==> src/rtl/cpu_pkg.sv <==
// ---------------------------------------------------------------------------
// cpu_pkg
// Shared definitions for the 8-bit bus CPU control path:
//   - opcode constants (IR upper nibble)
//   - T-state encodings (T1..T5, HALT)
//   - control-word bit indices used by the sequencer, the register blocks
//     and the bench
// Optional feature macro: CTRL_JMP_EN (JMP/JZ opcodes are decoded only
// when it is defined; the constants are always present).
// ---------------------------------------------------------------------------
package cpu_pkg;

  // Opcodes
  localparam logic [3:0] OP_LDA = 4'b0000;
  localparam logic [3:0] OP_ADD = 4'b0001;
  localparam logic [3:0] OP_SUB = 4'b0010;
  localparam logic [3:0] OP_JMP = 4'b0011;
  localparam logic [3:0] OP_JZ  = 4'b0100;
  localparam logic [3:0] OP_OUT = 4'b1110;
  localparam logic [3:0] OP_HLT = 4'b1111;

  // Sequencer steps; codes 5 and 6 are unused and recover to T1.
  typedef enum logic [2:0] {
    T1   = 3'd0,
    T2   = 3'd1,
    T3   = 3'd2,
    T4   = 3'd3,
    T5   = 3'd4,
    HALT = 3'd7
  } tstate_e;

  // Control-word bit indices
  localparam int CW_PC_INC  = 0;
  localparam int CW_PC_OUT  = 1;
  localparam int CW_PC_IN   = 2;
  localparam int CW_MAR_IN  = 3;
  localparam int CW_RAM_OUT = 4;
  localparam int CW_IR_IN   = 5;
  localparam int CW_IR_OUT  = 6;
  localparam int CW_A_IN    = 7;
  localparam int CW_A_OUT   = 8;
  localparam int CW_B_IN    = 9;
  localparam int CW_ALU_OUT = 10;
  localparam int CW_ALU_SUB = 11;
  localparam int CW_OUT_IN  = 12;
  localparam int CW_W       = 13;

  typedef logic [CW_W-1:0] ctrl_word_t;

  // One-hot control word with only bit idx set.
  function automatic ctrl_word_t cw_bit(input int idx);
    return ctrl_word_t'(1) << idx;
  endfunction

endpackage

==> src/rtl/ctrl_decode.sv <==
// ---------------------------------------------------------------------------
// ctrl_decode
// Purely combinational microcode: maps the current step, opcode and zero
// flag to the control word for this step and the next step value.
// Optional feature macro: CTRL_JMP_EN (adds JMP 0011 and JZ 0100; without
// it those opcodes are NOPs and zero_flag_i is ignored).
// Ports:
//   state_i       current T-state (registered in the top)
//   opc_i         opcode from the IR upper nibble
//   zero_flag_i   ALU zero result (JZ only)
//   cw_o          ungated control word for this step
//   next_state_o  step to enter on the next enabled edge
// ---------------------------------------------------------------------------
module ctrl_decode
  import cpu_pkg::*;
#(
  parameter int OPC_W = 4
) (
  input  tstate_e          state_i,
  input  logic [OPC_W-1:0] opc_i,
  input  logic             zero_flag_i,
  output ctrl_word_t       cw_o,
  output tstate_e          next_state_o
);

  logic [3:0] opc;
  assign opc = 4'(opc_i);

`ifndef CTRL_JMP_EN
  logic unused_zero_flag;
  assign unused_zero_flag = zero_flag_i;
`endif

  always_comb begin
    cw_o         = '0;
    next_state_o = T1;
    case (state_i)
      T1: begin
        cw_o         = cw_bit(CW_PC_OUT) | cw_bit(CW_MAR_IN);
        next_state_o = T2;
      end
      T2: begin
        cw_o         = cw_bit(CW_RAM_OUT) | cw_bit(CW_IR_IN) | cw_bit(CW_PC_INC);
        next_state_o = T3;
      end
      T3: begin
        case (opc)
          OP_LDA, OP_ADD, OP_SUB: begin
            // Operand address from the IR low nibble into the MAR.
            cw_o         = cw_bit(CW_IR_OUT) | cw_bit(CW_MAR_IN);
            next_state_o = T4;
          end
          OP_OUT: cw_o = cw_bit(CW_A_OUT) | cw_bit(CW_OUT_IN);
          OP_HLT: next_state_o = HALT;
`ifdef CTRL_JMP_EN
          OP_JMP: cw_o = cw_bit(CW_IR_OUT) | cw_bit(CW_PC_IN);
          OP_JZ: begin
            if (zero_flag_i) begin
              cw_o = cw_bit(CW_IR_OUT) | cw_bit(CW_PC_IN);
            end
          end
`endif
          default: ;  // NOP: no strobes, back to T1
        endcase
      end
      T4: begin
        case (opc)
          OP_LDA: cw_o = cw_bit(CW_RAM_OUT) | cw_bit(CW_A_IN);
          OP_ADD: begin
            cw_o         = cw_bit(CW_RAM_OUT) | cw_bit(CW_B_IN);
            next_state_o = T5;
          end
          OP_SUB: begin
            // alu_sub is raised one step early so the ALU output has
            // settled to A-B by the time T5 puts it on the bus.
            cw_o         = cw_bit(CW_RAM_OUT) | cw_bit(CW_B_IN) | cw_bit(CW_ALU_SUB);
            next_state_o = T5;
          end
          default: ;
        endcase
      end
      T5: begin
        case (opc)
          OP_ADD: cw_o = cw_bit(CW_ALU_OUT) | cw_bit(CW_A_IN);
          OP_SUB: cw_o = cw_bit(CW_ALU_OUT) | cw_bit(CW_A_IN) | cw_bit(CW_ALU_SUB);
          default: ;
        endcase
      end
      HALT: next_state_o = HALT;  // absorbing, strobes stay 0
      default: ;                  // unused codes recover to T1
    endcase
  end

endmodule

==> src/rtl/ctrl_seq.sv <==
// ---------------------------------------------------------------------------
// ctrl_seq
// Control sequencer for the 8-bit bus CPU. Holds the T-state register and
// halt latch, and gates the decoded control word with reset/enable.
// Optional feature macro: CTRL_JMP_EN (JMP/JZ support; pc_in tied to 0
// when undefined).
// Ports:
//   clk, rst        clock, synchronous active-high reset
//   en              step enable; 0 freezes the step and zeroes strobes
//   ir_opc          opcode from the IR (valid from T3)
//   zero_flag       ALU zero flag (JZ)
//   pc_inc/pc_out/pc_in, mar_in, ram_out, ir_in, ir_out, a_in, a_out,
//   b_in, alu_out, alu_sub, out_in   register load / bus-drive strobes
//   halted          high after HLT until reset
//   t_state         current step: T1=0 .. T5=4, HALT=7
// ---------------------------------------------------------------------------
module ctrl_seq
  import cpu_pkg::*;
#(
  parameter int OPC_W = 4
) (
  input  logic             clk,
  input  logic             rst,
  input  logic             en,
  input  logic [OPC_W-1:0] ir_opc,
  input  logic             zero_flag,
  output logic             pc_inc,
  output logic             pc_out,
  output logic             pc_in,
  output logic             mar_in,
  output logic             ram_out,
  output logic             ir_in,
  output logic             ir_out,
  output logic             a_in,
  output logic             a_out,
  output logic             b_in,
  output logic             alu_out,
  output logic             alu_sub,
  output logic             out_in,
  output logic             halted,
  output logic [2:0]       t_state
);

  tstate_e    state_q, state_d, next_state;
  logic       halted_q, halted_d;
  ctrl_word_t cw_raw, cw_gated;
  logic       step_en;

  ctrl_decode #(
    .OPC_W(OPC_W)
  ) u_decode (
    .state_i      (state_q),
    .opc_i        (ir_opc),
    .zero_flag_i  (zero_flag),
    .cw_o         (cw_raw),
    .next_state_o (next_state)
  );

  // Reset dominates enable; both silence every strobe in the same cycle.
  assign step_en = en & ~rst;

  for (genvar gi = 0; gi < CW_W; gi++) begin : g_gate
    assign cw_gated[gi] = cw_raw[gi] & step_en;
  end

  always_comb begin
    state_d  = state_q;
    halted_d = halted_q;
    if (en) begin
      state_d  = next_state;
      halted_d = (next_state == HALT);
    end
  end

  always_ff @(posedge clk) begin
    if (rst) begin
      state_q  <= T1;
      halted_q <= 1'b0;
    end else begin
      state_q  <= state_d;
      halted_q <= halted_d;
    end
  end

  assign pc_inc  = cw_gated[CW_PC_INC];
  assign pc_out  = cw_gated[CW_PC_OUT];
  assign mar_in  = cw_gated[CW_MAR_IN];
  assign ram_out = cw_gated[CW_RAM_OUT];
  assign ir_in   = cw_gated[CW_IR_IN];
  assign ir_out  = cw_gated[CW_IR_OUT];
  assign a_in    = cw_gated[CW_A_IN];
  assign a_out   = cw_gated[CW_A_OUT];
  assign b_in    = cw_gated[CW_B_IN];
  assign alu_out = cw_gated[CW_ALU_OUT];
  assign alu_sub = cw_gated[CW_ALU_SUB];
  assign out_in  = cw_gated[CW_OUT_IN];

`ifdef CTRL_JMP_EN
  assign pc_in = cw_gated[CW_PC_IN];
`else
  logic unused_pc_in;
  assign unused_pc_in = cw_gated[CW_PC_IN];
  assign pc_in        = 1'b0;
`endif

  assign halted  = halted_q;
  assign t_state = state_q;

endmodule

==> config.mk <==
export PLATFORM = sky130hd
export DESIGN_NAME = ctrl_seq
export DESIGN_NICKNAME = d
export VERILOG_FILES = /design/src/rtl/cpu_pkg.sv /design/src/rtl/ctrl_decode.sv /design/src/rtl/ctrl_seq.sv
export SDC_FILE = /design/constraint.sdc
export NUM_CORES = 1
export LEC_CHECK = 0
export CAP_MARGIN = 20
export CELL_PAD_IN_SITES_DETAIL_PLACEMENT = 2
export CELL_PAD_IN_SITES_GLOBAL_PLACEMENT = 2
export CORE_MARGIN = 10
export CORE_UTILIZATION = 20
export DETAILED_ROUTE_END_ITERATION = 6
export PLACE_DENSITY_LB_ADDON = 0.1
export SLEW_MARGIN = 40
export SYNTH_ARGS = -nofsm -noshare
export SYNTH_HDL_FRONTEND = slang
export SYNTH_HIERARCHICAL = 1
export SYNTH_SLANG_ARGS = --single-unit
export TNS_END_PERCENT = 10
==> constraint.sdc <==
create_clock -name clk -period 2.1 [get_ports clk]
set_clock_uncertainty 0.05 [all_clocks]
set_input_delay 0.525 -clock clk [delete_from_list [all_inputs] [get_ports clk]]
set_output_delay 0.525 -clock clk [all_outputs]
set_load 0.03 [all_outputs]
---- After elaboration in Yosys (flattened, before gate mapping) ----
Index checks and enable logic that the tools add are counted.
storage, ports and cells
  output and inout port bits .............. 17
  register bits after elaboration ......... 4
operators by class
  bitwise operators ....................... 14
  eq/ne operators ......................... 10
  reductions and logical operators ........ 4
  mux-type cells .......................... 7
operator list
  cell                count
  $pmux 13 s5         1
  $pmux 12 s3         1
  $pmux 13 s2         1
  $pmux 12 s2         1
  $pmux 3 s5          1
  $and 1x1->1         13
  $eq 3x3->1 const B  3
  $eq 4x4->1 const B  2
  $eq 3x2->1 const B  2
  $pmux 3 s2          1
  $eq 4x1->1 const B  1
  $eq 4x2->1 const B  1
  $logic_not 4->1     1
  $eq 3x1->1 const B  1
  $logic_not 3->1     1
  $mux 3              1
  $reduce_or 3->1     1
  $reduce_or 2->1     1
  $not 1->1           1

---- Logic depth before layout (Yosys ltp) ----
  word-level depth ........................ 5
  mapped depth ............................ 6
  mapped depth without buffers ............ 5

---- Modules after synthesis ----
Netlist, hierarchy kept.
by module, submodules not included
  module       sequential area each (um^2)  cells each  times used  area an instance (um^2)
  ctrl_decode  0.0                          44          1           269.0
  ctrl_seq     80.1                         30          1           261.5

---- Least setup slack after synthesis ----
No wires, ideal clock.
  path kind ............................... register to output
  start ................................... register state_q[2], in the netlist t_state[2]
  end ..................................... output a_in
  path slack .............................. -113 ps
  arrival ................................. 1,638 ps
  required time ........................... 1,525 ps
  path buffers ............................ 1
  stages on the path, launching flop included .. 6
  cells stage by stage .................... dfxtp_1 -> buf_4 -> or3b_4 -> mux2i_1 -> o2bb2ai_1 -> and2_1
on the way
  longest elaborated chain between the ends .. 3
  elaborated cells between the ends (all ways) .. 7
ends and longest elaborated chain
  element                             RTL line           source
  start: declaration                  ctrl_seq.sv:44     tstate_e state_q, state_d, next_state;
  start signal: assignment            ctrl_seq.sv:80     state_q <= state_d;
  $eq 3x3->1 (tied with other cells)  ctrl_decode.sv:37  case (state_i)
  $pmux 13 s5 *                       ctrl_decode.sv:37
  net cw_raw[7]                       ctrl_seq.sv:46     ctrl_word_t cw_raw, cw_gated;
  $and 1x1->1 *                       ctrl_seq.sv:63     assign cw_gated[gi] = cw_raw[gi] & step_en;
  end: declaration                    ctrl_seq.sv:34     output logic a_in,
The timed path passes the listed nets; every way through them passes the cells marked *.

---- Worst setup path in the final report ----
  start ................................... register state_q[1], in the netlist t_state[1]
  end ..................................... output a_in
Same word-level chain as after synthesis.

==> results <==
-- cells in the final DEF, fill, tap and decap left out, types with 2 or more instances in the layout --
master,instances
buf_4,25
and2_1,11
buf_6,7
nor2_1,6
a21oi_1,5
mux2i_1,4
clkdlybuf4s50_1,4
nand2_1,4
clkbuf_4,3
nor2b_4,2
and2_4,2
nand4_1,2
dlygate4sd2_1,2
buf_2,2
dfxtp_4,2
nor2_2,2
nor2b_1,2
o2bb2ai_1,2
inv_1,2
-- timing repair --
item / CTS / global route
pin swaps: 4 / 1
endpoints found under the setup margin: 14 / 8
setup buffers: 3 / 0
gates cloned: 1 / 0
hold endpoints to repair: 0 / 0
resized for setup: 36 / 4
-- flip-flops by register name, indices dropped and copies added, names as in the netlist --
name,cells
t_state,3
halted,1
-- tightest hold or removal path, delay by kind of cell, from the launching register on --
family | cells | cell delay, ns
AO/OA/AOI/OAI | 1 | 0.06
AND/OR/NAND/NOR | 1 | 0.06
flip-flops | 1 | 0.30
-- where the power goes --
| part | internal [W] | leakage (nW) | total, W | switching (W) |
|---|---|---|---|---|
| logic | 0.0000630 | 0.347 | 0.000137 | 0.0000744 |
| clock network | 0.0000638 | 0.0138 | 0.0000933 | 0.0000296 |
| registers | 0.0000784 | 0.0344 | 0.0000817 | 0.00000325 |
| total | 0.000205 | 0.395 | 0.000312 | 0.000107 |
-- through the flow --
stage	setup TNS (ns)	hold WS (ns)	setup WS, ns	cells	utilization
6_report	-0.01071	0.4223	-0.01071	138	0.3626
2_1_floorplan	0	0.5209	0.04393	72	-
3_5_place_dp	-3.668	0.4202	-0.3954	131	0.3232
5_1_grt	-0.1713	0.4672	-0.07556	138	0.3626
3_3_place_gp	-3.155	0.4087	-0.3545	131	0.3232
4_1_cts	-0.03986	0.4269	-0.03986	138	0.3586
-- metal layers --
layer / GRT usage / vias to the layer above / routed length [µm]
li1: - / 319 / -
met4: 0.03871 / 0 / 25
met2: 0.1642 / 16 / 1144
met3: 0.01674 / 4 / 90
met5: 0 / - / 0
met1: 0.09516 / 312 / 938
-- area by class of cell --
type | count | share of cell area
multi-input cells | 59 | 0.4540
flip-flops and latches | 4 | 0.09889
inverters | 2 | 0.008357
repair buffers | 40 | 0.3719
well taps | 30 | 0.04178
clock buffers | 3 | 0.02507
-- how the worst min path moves through the flow --
stage,start,endpoint,slack (ns),depth (start not counted)
floorplan,t_state[2],t_state[2],0.52,2
global placement,halted,halted,0.41,2
detailed placement,halted,halted,0.42,2
CTS,halted,halted,0.43,2
global route,halted,halted,0.47,2
finish,halted,halted,0.42,2
==> metrics <==
status=finished, violations left; failing checks=negative setup slack; Detail Placement HPWL=approximately 1.7 mm; Initial Utilization=0.2096; Min-Delay Path Class=flop to flop; largest net degree at the start of global routing=9; Die Y=70.96 µm; # setup viols final=1; area of the multi-input gates=407.9 µm²; Leakage=0.3948 nW; Crit path max-delay family=simple AND/OR/NAND/NOR gates; Core Box Area=between 0.002 and 0.0025 mm²; maximum clock path buffer count=2; Max-cap violations=0; register area=about 89 µm²; CTS tree=built; layout net count=118; gr usage total=0.08898; r2r startpoint=t_state[1]; Area after DPL=800.8 µm²; ratio of routed vias to standard cells=4.717; post-DR wirelength/cell=15.93 µm; Fmax=473.8 MHz; Synthesized Nets=80; Fill cells=between 200 and 300; Synth-to-Final Area Change=73.01%; WP data required=1.52 ns; DRT iter0 DRCs=15; max-slew violations=0; Crit Path Max Fanout=2; cells after synthesis=72; share of cells above drive strength 1=0.4630; crit end category=primary output; Worst path depth=5; post-layout min period=2.111 ns; Final WS setup=-0.01071 ns; Syn Area/Cell=between 7 and 8 µm²; overall power=between 0.0003 and 0.0004 W; worst setup path startpoint=t_state[1]; warning count from the yosys run=6; Worst path slowest cell=or3b_4; Port Buffers=22; vias in the first global route=775; final hold violation count=0; first-pass GRT wire length=3.753 mm; Die X=about 71 µm; Initial DRT Pass Iterations=4; CTS buffer count=3; Routed Antenna Nets=0; GRT overflow=0; P per Cell Area=347.7 mW/mm²; ANT cells=0; cts hold-fix bufs=0; CP bufs+invs=1; DIE AREA=about 0.0050 mm²; # DRC=0; CTS sink count=4; critical path class=flop to primary output; Worst Setup Start Kind=flop; FF-to-FF setup slack=around 0.64 ns; total wire length=~2.2 mm; CP peak stage delay=0.40 ns; RSZ-0062 raised after global routing=yes; Ports=25; row count=18; Final Cycle Share=1.005; crit path to=a_in; Post-Syn Area=roughly 520 µm²; RD Place Congestion=0.7375; clock slew at reported path FFs=around 0.04 ns; cell area after layout=898.4 µm²; initial antenna violation count=0; cells on worst reg2reg path=7; Critical Path AT=between 1.5 and 2 ns; crit path cell chain=or3b_4 > mux2i_1 > o2bb2ai_1 > and2_4 > buf_6; Root Buffer=clkbuf_4; Max VDD drop=313.3 µV; via count=651; clk_lat worst skew=0.23 ns; number of H-tree levels=1; reg-to-reg critical path endpoint=halted
Note: power is estimated with default switching activity, not from simulation.
